[src/rtl/mem_bus_arbiter_pkg.sv]
// mem_bus_pkg: shared types and constants for the two-port memory bus arbiter.
//   state_e     FSM encoding (IDLE, ACCESS, DONE)
//   PORT_CPU    index of requester port 0 (CPU core)
//   PORT_DMA    index of requester port 1 (DMA / video fetch)
//   DEF_ADDR_W  default address width
//   DEF_DATA_W  default data width
package mem_bus_pkg;

   typedef enum logic [1:0] {
      IDLE   = 2'd0,
      ACCESS = 2'd1,
      DONE   = 2'd2
   } state_e;

   localparam logic PORT_CPU = 1'b0;
   localparam logic PORT_DMA = 1'b1;

   localparam int DEF_ADDR_W = 16;
   localparam int DEF_DATA_W = 8;

endpackage

[src/rtl/mem_bus_arbiter_if.sv]
// mem_bus_arbiter_if: bundle of requester handshakes and the memory-side bus.
//   master modport: the arbiter (drives gnt/ack/rdata and the memory strobes)
//   slave modport : requesters plus memory model (drive req/we/addr/wdata, mem_rdata)
interface mem_bus_arbiter_if
   import mem_bus_pkg::*;
#(
   parameter int ADDR_W = DEF_ADDR_W,
   parameter int DATA_W = DEF_DATA_W
);
   logic              req0;
   logic              we0;
   logic [ADDR_W-1:0] addr0;
   logic [DATA_W-1:0] wdata0;
   logic              gnt0;
   logic              ack0;

   logic              req1;
   logic              we1;
   logic [ADDR_W-1:0] addr1;
   logic [DATA_W-1:0] wdata1;
   logic              gnt1;
   logic              ack1;

   logic [DATA_W-1:0] rdata;
   logic [ADDR_W-1:0] mem_addr;
   logic [DATA_W-1:0] mem_wdata;
   logic [DATA_W-1:0] mem_rdata;
   logic              mem_r;
   logic              mem_w;
   logic              busy;

   modport master (
      input  req0, we0, addr0, wdata0,
      input  req1, we1, addr1, wdata1,
      input  mem_rdata,
      output gnt0, ack0, gnt1, ack1,
      output rdata, mem_addr, mem_wdata, mem_r, mem_w, busy
   );

   modport slave (
      output req0, we0, addr0, wdata0,
      output req1, we1, addr1, wdata1,
      output mem_rdata,
      input  gnt0, ack0, gnt1, ack1,
      input  rdata, mem_addr, mem_wdata, mem_r, mem_w, busy
   );

endinterface

[src/rtl/mem_bus_arbiter_rr_arb2.sv]
// rr_arb2: combinational two-way round-robin picker.
//   req[1:0]   request per port
//   last       port that won the previous arbitration
//   grant[1:0] one-hot winner, 2'b00 when nothing is requested
module rr_arb2 (
   input  logic [1:0] req,
   input  logic       last,
   output logic [1:0] grant
);

   always_comb begin
      grant = 2'b00;
      case (req)
         2'b01:   grant = 2'b01;
         2'b10:   grant = 2'b10;
         // tie goes to whichever port did not win last time
         2'b11:   grant = last ? 2'b01 : 2'b10;
         default: grant = 2'b00;
      endcase
   end

endmodule

[src/rtl/mem_bus_arbiter.sv]
// mem_bus_arbiter: shares one memory bus between port 0 (CPU) and port 1 (DMA),
// one byte transaction per grant, strobes held for WAIT_STATES+1 cycles.
//   clk    system clock, rising edge
//   reset  asynchronous active-low reset
//   bus    requester handshakes, latched address/data, strobes, rdata, busy
//
// state  | meaning
// IDLE   | arbitrate; on a win latch request, pulse gnt, load wait timer
// ACCESS | mem_r/mem_w asserted, timer counts down to 0, read data captured at 0
// DONE   | strobes low, ack pulse for winner, winner becomes last_winner
module mem_bus_arbiter
   import mem_bus_pkg::*;
#(
   parameter int ADDR_W      = DEF_ADDR_W,
   parameter int DATA_W      = DEF_DATA_W,
   parameter int WAIT_STATES = 1
) (
   input  logic clk,
   input  logic reset,
   mem_bus_arbiter_if.master bus
);

   if (WAIT_STATES < 0 || WAIT_STATES > 15) begin : g_bad_wait_states
      $error("mem_bus_arbiter: WAIT_STATES must be 0..15");
   end

   state_e            state_q;
   state_e            state_d;
   logic [3:0]        wait_cnt_q;
   logic              winner_q;
   logic              last_winner_q;
   logic              we_q;
   logic [ADDR_W-1:0] addr_q;
   logic [DATA_W-1:0] wdata_q;
   logic [DATA_W-1:0] rdata_q;
   logic [1:0]        pick;
   logic              win;
   logic              grant_en;
   logic              wait_tc;

   rr_arb2 u_rr_arb2 (
      .req   ({bus.req1, bus.req0}),
      .last  (last_winner_q),
      .grant (pick)
   );

   assign wait_tc = (wait_cnt_q == 4'd0);

   always_comb begin
      state_d = state_q;
      win     = 1'b0;
      unique case (state_q)
         IDLE: begin
            if (pick != 2'b00) begin
               win     = 1'b1;
               state_d = ACCESS;
            end
         end
         ACCESS: begin
            if (wait_tc) state_d = DONE;
         end
         DONE:    state_d = IDLE;
         default: state_d = IDLE;
      endcase
   end

   // gnt is a same-cycle decode of req, so it must also be masked while reset
   // is held or a pending request would show a grant during reset.
   assign grant_en = win & reset;

   always_ff @(posedge clk or negedge reset) begin
      if (!reset) begin
         state_q       <= IDLE;
         wait_cnt_q    <= 4'd0;
         winner_q      <= PORT_CPU;
         last_winner_q <= PORT_DMA;
         we_q          <= 1'b0;
         addr_q        <= '0;
         wdata_q       <= '0;
         rdata_q       <= '0;
      end else begin
         state_q <= state_d;
         if (win) begin
            winner_q   <= pick[1];
            we_q       <= pick[1] ? bus.we1    : bus.we0;
            addr_q     <= pick[1] ? bus.addr1  : bus.addr0;
            wdata_q    <= pick[1] ? bus.wdata1 : bus.wdata0;
            wait_cnt_q <= 4'(WAIT_STATES);
         end else if (state_q == ACCESS && !wait_tc) begin
            wait_cnt_q <= wait_cnt_q - 4'd1;
         end
         if (state_q == ACCESS && wait_tc && !we_q) rdata_q <= bus.mem_rdata;
         if (state_q == DONE) last_winner_q <= winner_q;
      end
   end

   // Strobes and acks decode straight from the state register so an async
   // reset drops them without waiting for a clock edge.
   assign bus.gnt0      = grant_en & pick[0];
   assign bus.gnt1      = grant_en & pick[1];
   assign bus.ack0      = (state_q == DONE) && (winner_q == PORT_CPU);
   assign bus.ack1      = (state_q == DONE) && (winner_q == PORT_DMA);
   assign bus.mem_r     = (state_q == ACCESS) && !we_q;
   assign bus.mem_w     = (state_q == ACCESS) && we_q;
   assign bus.busy      = (state_q != IDLE);
   assign bus.mem_addr  = addr_q;
   assign bus.mem_wdata = wdata_q;
   assign bus.rdata     = rdata_q;

endmodule

[src/flat_wrapper.sv]
// flat-port wrapper written by rule: the top's interface ports become plain ports
module mem_bus_arbiter_flat import mem_bus_pkg::*;
#(
   parameter int ADDR_W      = DEF_ADDR_W,
   parameter int DATA_W      = DEF_DATA_W,
   parameter int WAIT_STATES = 1
)
  (clk, reset, bus_req0, bus_we0, bus_addr0, bus_wdata0, bus_req1, bus_we1, bus_addr1, bus_wdata1, bus_mem_rdata, bus_gnt0, bus_ack0, bus_gnt1, bus_ack1, bus_rdata, bus_mem_addr, bus_mem_wdata, bus_mem_r, bus_mem_w, bus_busy);
  mem_bus_arbiter_if #(.ADDR_W(ADDR_W), .DATA_W(DATA_W)) bus_i ();
  input  logic clk;
  input  logic reset;
  input wire logic [$bits(bus_i.req0)-1:0] bus_req0;
  input wire logic [$bits(bus_i.we0)-1:0] bus_we0;
  input wire logic [$bits(bus_i.addr0)-1:0] bus_addr0;
  input wire logic [$bits(bus_i.wdata0)-1:0] bus_wdata0;
  input wire logic [$bits(bus_i.req1)-1:0] bus_req1;
  input wire logic [$bits(bus_i.we1)-1:0] bus_we1;
  input wire logic [$bits(bus_i.addr1)-1:0] bus_addr1;
  input wire logic [$bits(bus_i.wdata1)-1:0] bus_wdata1;
  input wire logic [$bits(bus_i.mem_rdata)-1:0] bus_mem_rdata;
  output wire logic [$bits(bus_i.gnt0)-1:0] bus_gnt0;
  output wire logic [$bits(bus_i.ack0)-1:0] bus_ack0;
  output wire logic [$bits(bus_i.gnt1)-1:0] bus_gnt1;
  output wire logic [$bits(bus_i.ack1)-1:0] bus_ack1;
  output wire logic [$bits(bus_i.rdata)-1:0] bus_rdata;
  output wire logic [$bits(bus_i.mem_addr)-1:0] bus_mem_addr;
  output wire logic [$bits(bus_i.mem_wdata)-1:0] bus_mem_wdata;
  output wire logic [$bits(bus_i.mem_r)-1:0] bus_mem_r;
  output wire logic [$bits(bus_i.mem_w)-1:0] bus_mem_w;
  output wire logic [$bits(bus_i.busy)-1:0] bus_busy;
  assign bus_i.req0 = bus_req0;
  assign bus_i.we0 = bus_we0;
  assign bus_i.addr0 = bus_addr0;
  assign bus_i.wdata0 = bus_wdata0;
  assign bus_i.req1 = bus_req1;
  assign bus_i.we1 = bus_we1;
  assign bus_i.addr1 = bus_addr1;
  assign bus_i.wdata1 = bus_wdata1;
  assign bus_i.mem_rdata = bus_mem_rdata;
  assign bus_gnt0 = bus_i.gnt0;
  assign bus_ack0 = bus_i.ack0;
  assign bus_gnt1 = bus_i.gnt1;
  assign bus_ack1 = bus_i.ack1;
  assign bus_rdata = bus_i.rdata;
  assign bus_mem_addr = bus_i.mem_addr;
  assign bus_mem_wdata = bus_i.mem_wdata;
  assign bus_mem_r = bus_i.mem_r;
  assign bus_mem_w = bus_i.mem_w;
  assign bus_busy = bus_i.busy;
  mem_bus_arbiter #(.ADDR_W(ADDR_W), .DATA_W(DATA_W), .WAIT_STATES(WAIT_STATES)) u_core (.clk(clk), .reset(reset), .bus(bus_i));
endmodule
[config.mk]
export PLATFORM = sky130hd
export DESIGN_NAME = mem_bus_arbiter_flat
export DESIGN_NICKNAME = d
export VERILOG_FILES = /design/src/rtl/mem_bus_arbiter_pkg.sv /design/src/rtl/mem_bus_arbiter_if.sv /design/src/rtl/mem_bus_arbiter_rr_arb2.sv /design/src/rtl/mem_bus_arbiter.sv /design/src/flat_wrapper.sv
export SDC_FILE = /design/constraint.sdc
export NUM_CORES = 1
export LEC_CHECK = 0
export CORE_MARGIN = 5
export CORE_UTILIZATION = 40
export CTS_CLUSTER_DIAMETER = 120
export DETAILED_ROUTE_END_ITERATION = 10
export GPL_TIMING_DRIVEN = 0
export PLACE_DENSITY = 0.9
export SLEW_MARGIN = 40
export SYNTH_ARGS = -nofsm -noshare
export SYNTH_HDL_FRONTEND = slang
export SYNTH_SLANG_ARGS = --single-unit
[constraint.sdc]
create_clock -name clk -period 2.7 [get_ports clk]
set_clock_uncertainty 0.1 [all_clocks]
set_input_delay 0.27 -clock clk [delete_from_list [all_inputs] [get_ports clk]]
set_output_delay 0.27 -clock clk [all_outputs]
set_load 0.005 [all_outputs]
**Yosys cells after proc, flatten, opt, wreduce, memory -nomap -nowiden**

Cells that the tools add are included.
Widths: inputs -> output; s select.

- Register bits: 41
- Word-level logic and storage cells: 47

- Add/subtract/negate cells: 1
- Eq/ne operators: 7
- Multiplexer cells: 12
- Bitwise gates (word level): 4
- Reduce and logical (&&, ||, !) cells: 15

Operators with widths:

| operator | count |
|---|---|
| $mux 16 | 1 |
| $mux 4 | 2 |
| $mux 8 | 1 |
| $logic_and 1x1->1 | 7 |
| $eq 2x2->1 const B | 3 |
| $mux 2 | 3 |
| $pmux 2 s3 | 1 |
| $reduce_bool 2->1 | 3 |
| $eq 2x1->1 const B | 2 |
| $logic_not 4->1 | 1 |
| $ne 2x1->1 const B | 2 |
| $pmux 2 s2 | 1 |
| $sub 4x1->4 const B | 1 |
| $and 1x1->1 | 3 |
| $mux 1 | 3 |
| $logic_not 1->1 | 2 |
| $logic_not 2->1 | 1 |
| $reduce_and 2->1 | 1 |
| $not 1->1 | 1 |

**Longest topological paths before layout**

- Word-level depth: 7
- Depth in mapped cells: 7
- Mapped depth without buffers: 5

**Hierarchy**

From an unflattened synthesis, not the netlist that was laid out.

- Cells, all modules: 152
- Area total of the unflattened synthesis: 2023.2 sq um

By module, submodules not included:

| module | instances | cells each | area an instance (sq um) | seq. area each (sq um) |
|---|---|---|---|---|
| mem_bus_arbiter | 1 | 149 | 2004.4 | 1027.2 |
| rr_arb2 | 1 | 3 | 18.8 | 0.0 |

**Worst setup path before layout**

OpenSTA, ideal clock, no wires.

- Path type: register to register
- Start: register u_core.wait_cnt_q[0]
- End: register u_core.rdata_q[0] (netlist: u_core.bus.rdata[0])
- Data arrival time: 1793 ps
- Slack: 682 ps
- Stages on the path, launching flop included: 8
- Buffers on the path: 2
- Period minus slack after synthesis: 2018 ps
- Cell sequence: dfrtp_1 > inv_1 > ha_1 > or3b_1 > buf_2 > or3_1 > buf_6 > mux2_4

- Cells in the longest elaborated chain, start to end: 3

Ends and longest elaborated chain:

| item | line | source |
|---|---|---|
| from (decl) | mem_bus_arbiter.sv:29 | `logic [3:0] wait_cnt_q;` |
| from (signal assigned) | mem_bus_arbiter.sv:88 | `wait_cnt_q <= 4'(WAIT_STATES);` |
| from (signal assigned) | mem_bus_arbiter.sv:90 | `wait_cnt_q <= wait_cnt_q - 4'd1;` |
| $logic_not 4->1 | mem_bus_arbiter.sv:47 | `assign wait_tc = (wait_cnt_q == 4'd0);` |
| $logic_and 1x1->1 (2 in a row) | mem_bus_arbiter.sv:92 | `if (state_q == ACCESS && wait_tc && !we_q) rdata_q <= bus.mem_rdata;` |
| to (signal assigned) | mem_bus_arbiter.sv:92 |  |
| to (decl) | mem_bus_arbiter.sv:35 | `logic [DATA_W-1:0] rdata_q;` |

Every way passes these cells.
A chain may end at the register's enable or synchronous reset.

**Worst setup path after layout**

- Start: register u_core.last_winner_q
- End: output bus_gnt0

- Cells in the longest elaborated chain, start to end: 7

Ends and longest elaborated chain:

| item | line | source |
|---|---|---|
| from (decl) | mem_bus_arbiter.sv:31 | `logic last_winner_q;` |
| from (signal assigned) | mem_bus_arbiter.sv:93 | `if (state_q == DONE) last_winner_q <= winner_q;` |
| $mux 2 (*) | mem_bus_arbiter_rr_arb2.sv:17 | `2'b11: grant = last ? 2'b01 : 2'b10;` |
| $pmux 2 s3 (*) | mem_bus_arbiter_rr_arb2.sv:13 | `case (req)` |
| $reduce_bool 2->1 | mem_bus_arbiter.sv:54 | `if (pick != 2'b00) begin` |
| $mux 1 | mem_bus_arbiter.sv:54 |  |
| $mux 1 | mem_bus_arbiter.sv:52 | `unique case (state_q)` |
| $and 1x1->1 | mem_bus_arbiter.sv:69 | `assign grant_en = win & reset;` |
| $and 1x1->1 (*) | mem_bus_arbiter.sv:99 | `assign bus.gnt0 = grant_en & pick[0];` |
| to (decl) | flat_wrapper.sv:21 | `output wire logic [$bits(bus_i.gnt0)-1:0] bus_gnt0;` |

Mark *: on every way between the ends. The rest lies on a longest branch, timed or not.

==> out/metrics.cfg <==
[worst_setup_path]
critPathLaunchType=register
rr_endpoint=u_core.bus.rdata[6]
cp.required_ps=2330
timing.critical_path.buf_inv=2
r2r_cells=7
cp_slowest_cell=dfstp_2
end_kind=primary output
worst_ep_arrival_time_ps=2150
reg2reg_slack_ps=530
crit_chain=nand2b_1 > clkbuf_1 > nand2_1 > nor3_1 > clkdlybuf4s50_1
cp_max_fo=8
worstSetupPathType=register to primary output
critical-path-max-stage-delay_ps=550
critical_path.top_delay_family=buffers and inverters
reg2reg_from=u_core.wait_cnt_q[0]

[placed_design]
finalWeightedCongestion=0.739
dpl.hpwl_mm=4.59
dp.cells=373
port_buffers=99

[pwr]
p_int_mw=2.20
p_seq_frac=0.334
total_power_mw=3.23
p_sw_frac=0.320
p_switching_mw=1.03
power_frac_comb=0.488
p_per_area_nw_per_um2=1000
clkPwrFrac=0.179
ir_drop_v=0.000432
p_leak_nw=1.37

[grt]
grt_pass1_vias=2013
grt_start_max_net_pins=43
grt_usage=0.189
overflow=0
antenna_found_initial=0
grt_pass1_wl_mm=9.47

[sta]
max_freq_mhz=397
post-route-min-period_ps=2520
max-slew-margin-rel=0.554
rsz0062_at_grt=false
fin_crit_sh=0.934
hold_ws_ps=390
report.final.hold_viol_count=0
finalSetupViolations=0
final_max_slew_viol_count=0
tns_ps=0
worst_pin_slew_ps=668

[min_path]
min_path_cells=1
hold_path.startpoint=u_core.wait_cnt_q[3]
hold-path-endpoint=u_core.wait_cnt_q[3]
hold_path.class=register to register

[logic_synthesis]
ys_types=29
synth.area.top_cells=dfrtp_1 (50%), o31ai_1 (9.4%), o21ai_0 (7.0%)
synth_top_cell_by_area=dfrtp_1
synthCells=207
synth_ff_type=dfrtp_1
ys_ff_latch=41
synth_edf_count=0
syn_nets=271
synth.cell_area_um2=2010
yosys.cell_count.top_type=dfrtp_1
ys_warn_count=0
yosys-top-cells-count=dfrtp_1 (40), nor2_1 (30), o21ai_0 (28), a21oi_1 (25), o31ai_1 (25)
ys_seq_area_frac=0.512
ys_async_sr_fraction=1.00
netlist.area_leader.share=0.499
syn_avg_cell_area_um2=9.69

[die]
die_width_um=80.8
coreArea_um2=4790
start_util=0.419
io_pins=101
num_rows=25
die_h_um=80.8
die-area_um2=6530

[routing]
drt_first_pass_iters=4
vias=2024
wire_per_inst_um=15.9
via_per_inst=5.31
drt_iter0_markers=122
postRouteAntennaNets=0
finalWirelength_mm=6.07
drc=0

[clocking]
cts_sinks=41
numCtsBuffers=5
cts_tree=built
cts_root_buf=clkbuf_8
ctsLongestPathBuffers=2
worstSkewPairLatency_ps=290
clkTransAtPathRegs_ps=80
cts-htree-levels=2

[finish]
num-fill-cells=390
final_cells=381
regArea_um2=1030
nets=377
fin_util=0.673
antennaDiodeCount=0
multiInputGateArea_um2=878
drive_gt1_frac=0.0701
areaGrowthSynthToFinish_pct=60.7

[status]
status=complete, no violations

[flow_run]
cap_violations=0

## worst max path at each step
stage                    startpoint                   to  slack [ps]  cells past startpoint
2_1_floorplan  u_core.wait_cnt_q[0]  u_core.bus.rdata[0]         680                      7
3_3_place_gp                  reset             bus_gnt1        -760                      4
3_5_place_dp               bus_req1             bus_gnt1          20                      7
4_1_cts           u_core.state_q[0]             bus_gnt1          40                      6
5_1_grt                       reset             bus_gnt0           5                      5
6_report       u_core.last_winner_q             bus_gnt0         180                      5
## cells in the final DEF (no fill, tap or decap)
cell type / count
clkdlybuf4s50_1: 97
dfrtp_1: 40
nor2_1: 30
o21ai_0: 28
a21oi_1: 25
o31ai_1: 25
clkbuf_1: 16
mux2_4: 8
clkbuf_8: 5
inv_1: 4
nand2b_1: 3
mux2i_1: 3
nand2_1: 2
nor3_1: 2
buf_4: 2
nand3_1: 2
ha_1: 2
bufinv_16: 2
or2_0: 1
or2_1: 1
nor3b_1: 1
nor2b_1: 1
and2_1: 1
a2bb2oi_1: 1
or3b_1: 1
buf_2: 1
a21boi_1: 1
o2bb2ai_1: 1
mux2_2: 1
or3_1: 1
buf_6: 1
a21o_1: 1
clkinv_2: 1
dlygate4sd3_1: 1
dlymetal6s2s_1: 1
dfstp_2: 1
## per-layer routing
metal | GRT usage | routed length, um
met2 | 0.317 | 3090
met3 | 0.0588 | 520
met4 | 0.0777 | 114
met5 | 0 | 0
met1 | 0.225 | 2340
## repair_timing
item                                   4_1_cts  5_1_grt
resized for setup                            1        1
pin swaps                                    0        0
hold buffers                                 1        0
endpoints found under the hold margin       40        0
setup endpoints to repair                    1        1
buffers inserted                             0        0
## state kept, by name, indices dropped and copies added (netlist names)
signal                cells
u_core.bus.mem_addr      16
u_core.bus.rdata          8
u_core.we_q               1
u_core.bus.mem_wdata      8
u_core.wait_cnt_q         4
u_core.last_winner_q      1
u_core.state_q            2
u_core.winner_q           1
## worst reg2reg max path, delay by kind of cell (launching register included)
| family | cells | cell delay, ps |
|---|---|---|
| buffers and inverters | 3 | 440 |
| adders and majority gates | 1 | 160 |
| muxes | 1 | 300 |
| and+or+nand+nor | 2 | 660 |
| DFF | 1 | 390 |
## layout make-up
class	count	area share
Buffer	19	0.0260
Clock buffer	5	0.0214
Clock inverter	3	0.0202
Inverter	4	0.00466
Multi-Input combinational cell	142	0.273
Sequential cell	41	0.319
Tap cell	67	0.0260
Timing Repair Buffer	100	0.311
## per-stage QoR
step           worst slack, ps  instance area [um2]
3_3_place_gp              -756                 3080
5_1_grt                   5.03                 3220
6_report                   179                 3220
3_5_place_dp              17.8                 3080
2_1_floorplan              682                 2010
4_1_cts                   36.7                 3220
## power by group through the flow
stage	clock, mW	sequential [mW]	combinational (mW)
global route	0.622	1.12	1.72
global placement	0	1.07	1.54
floorplan	0	1.09	0.730
CTS	0.587	1.08	1.60
finish	0.577	1.08	1.58
detailed placement	0	1.09	1.59
## cells by family after synthesis
group           synth area share
flops                      0.512
mux                       0.0805
fa+ha+maj                 0.0125
simple gates               0.103
compound gates             0.242
buf+inv                   0.0499
No activity file was read; power rests on OpenSTA's default activity.
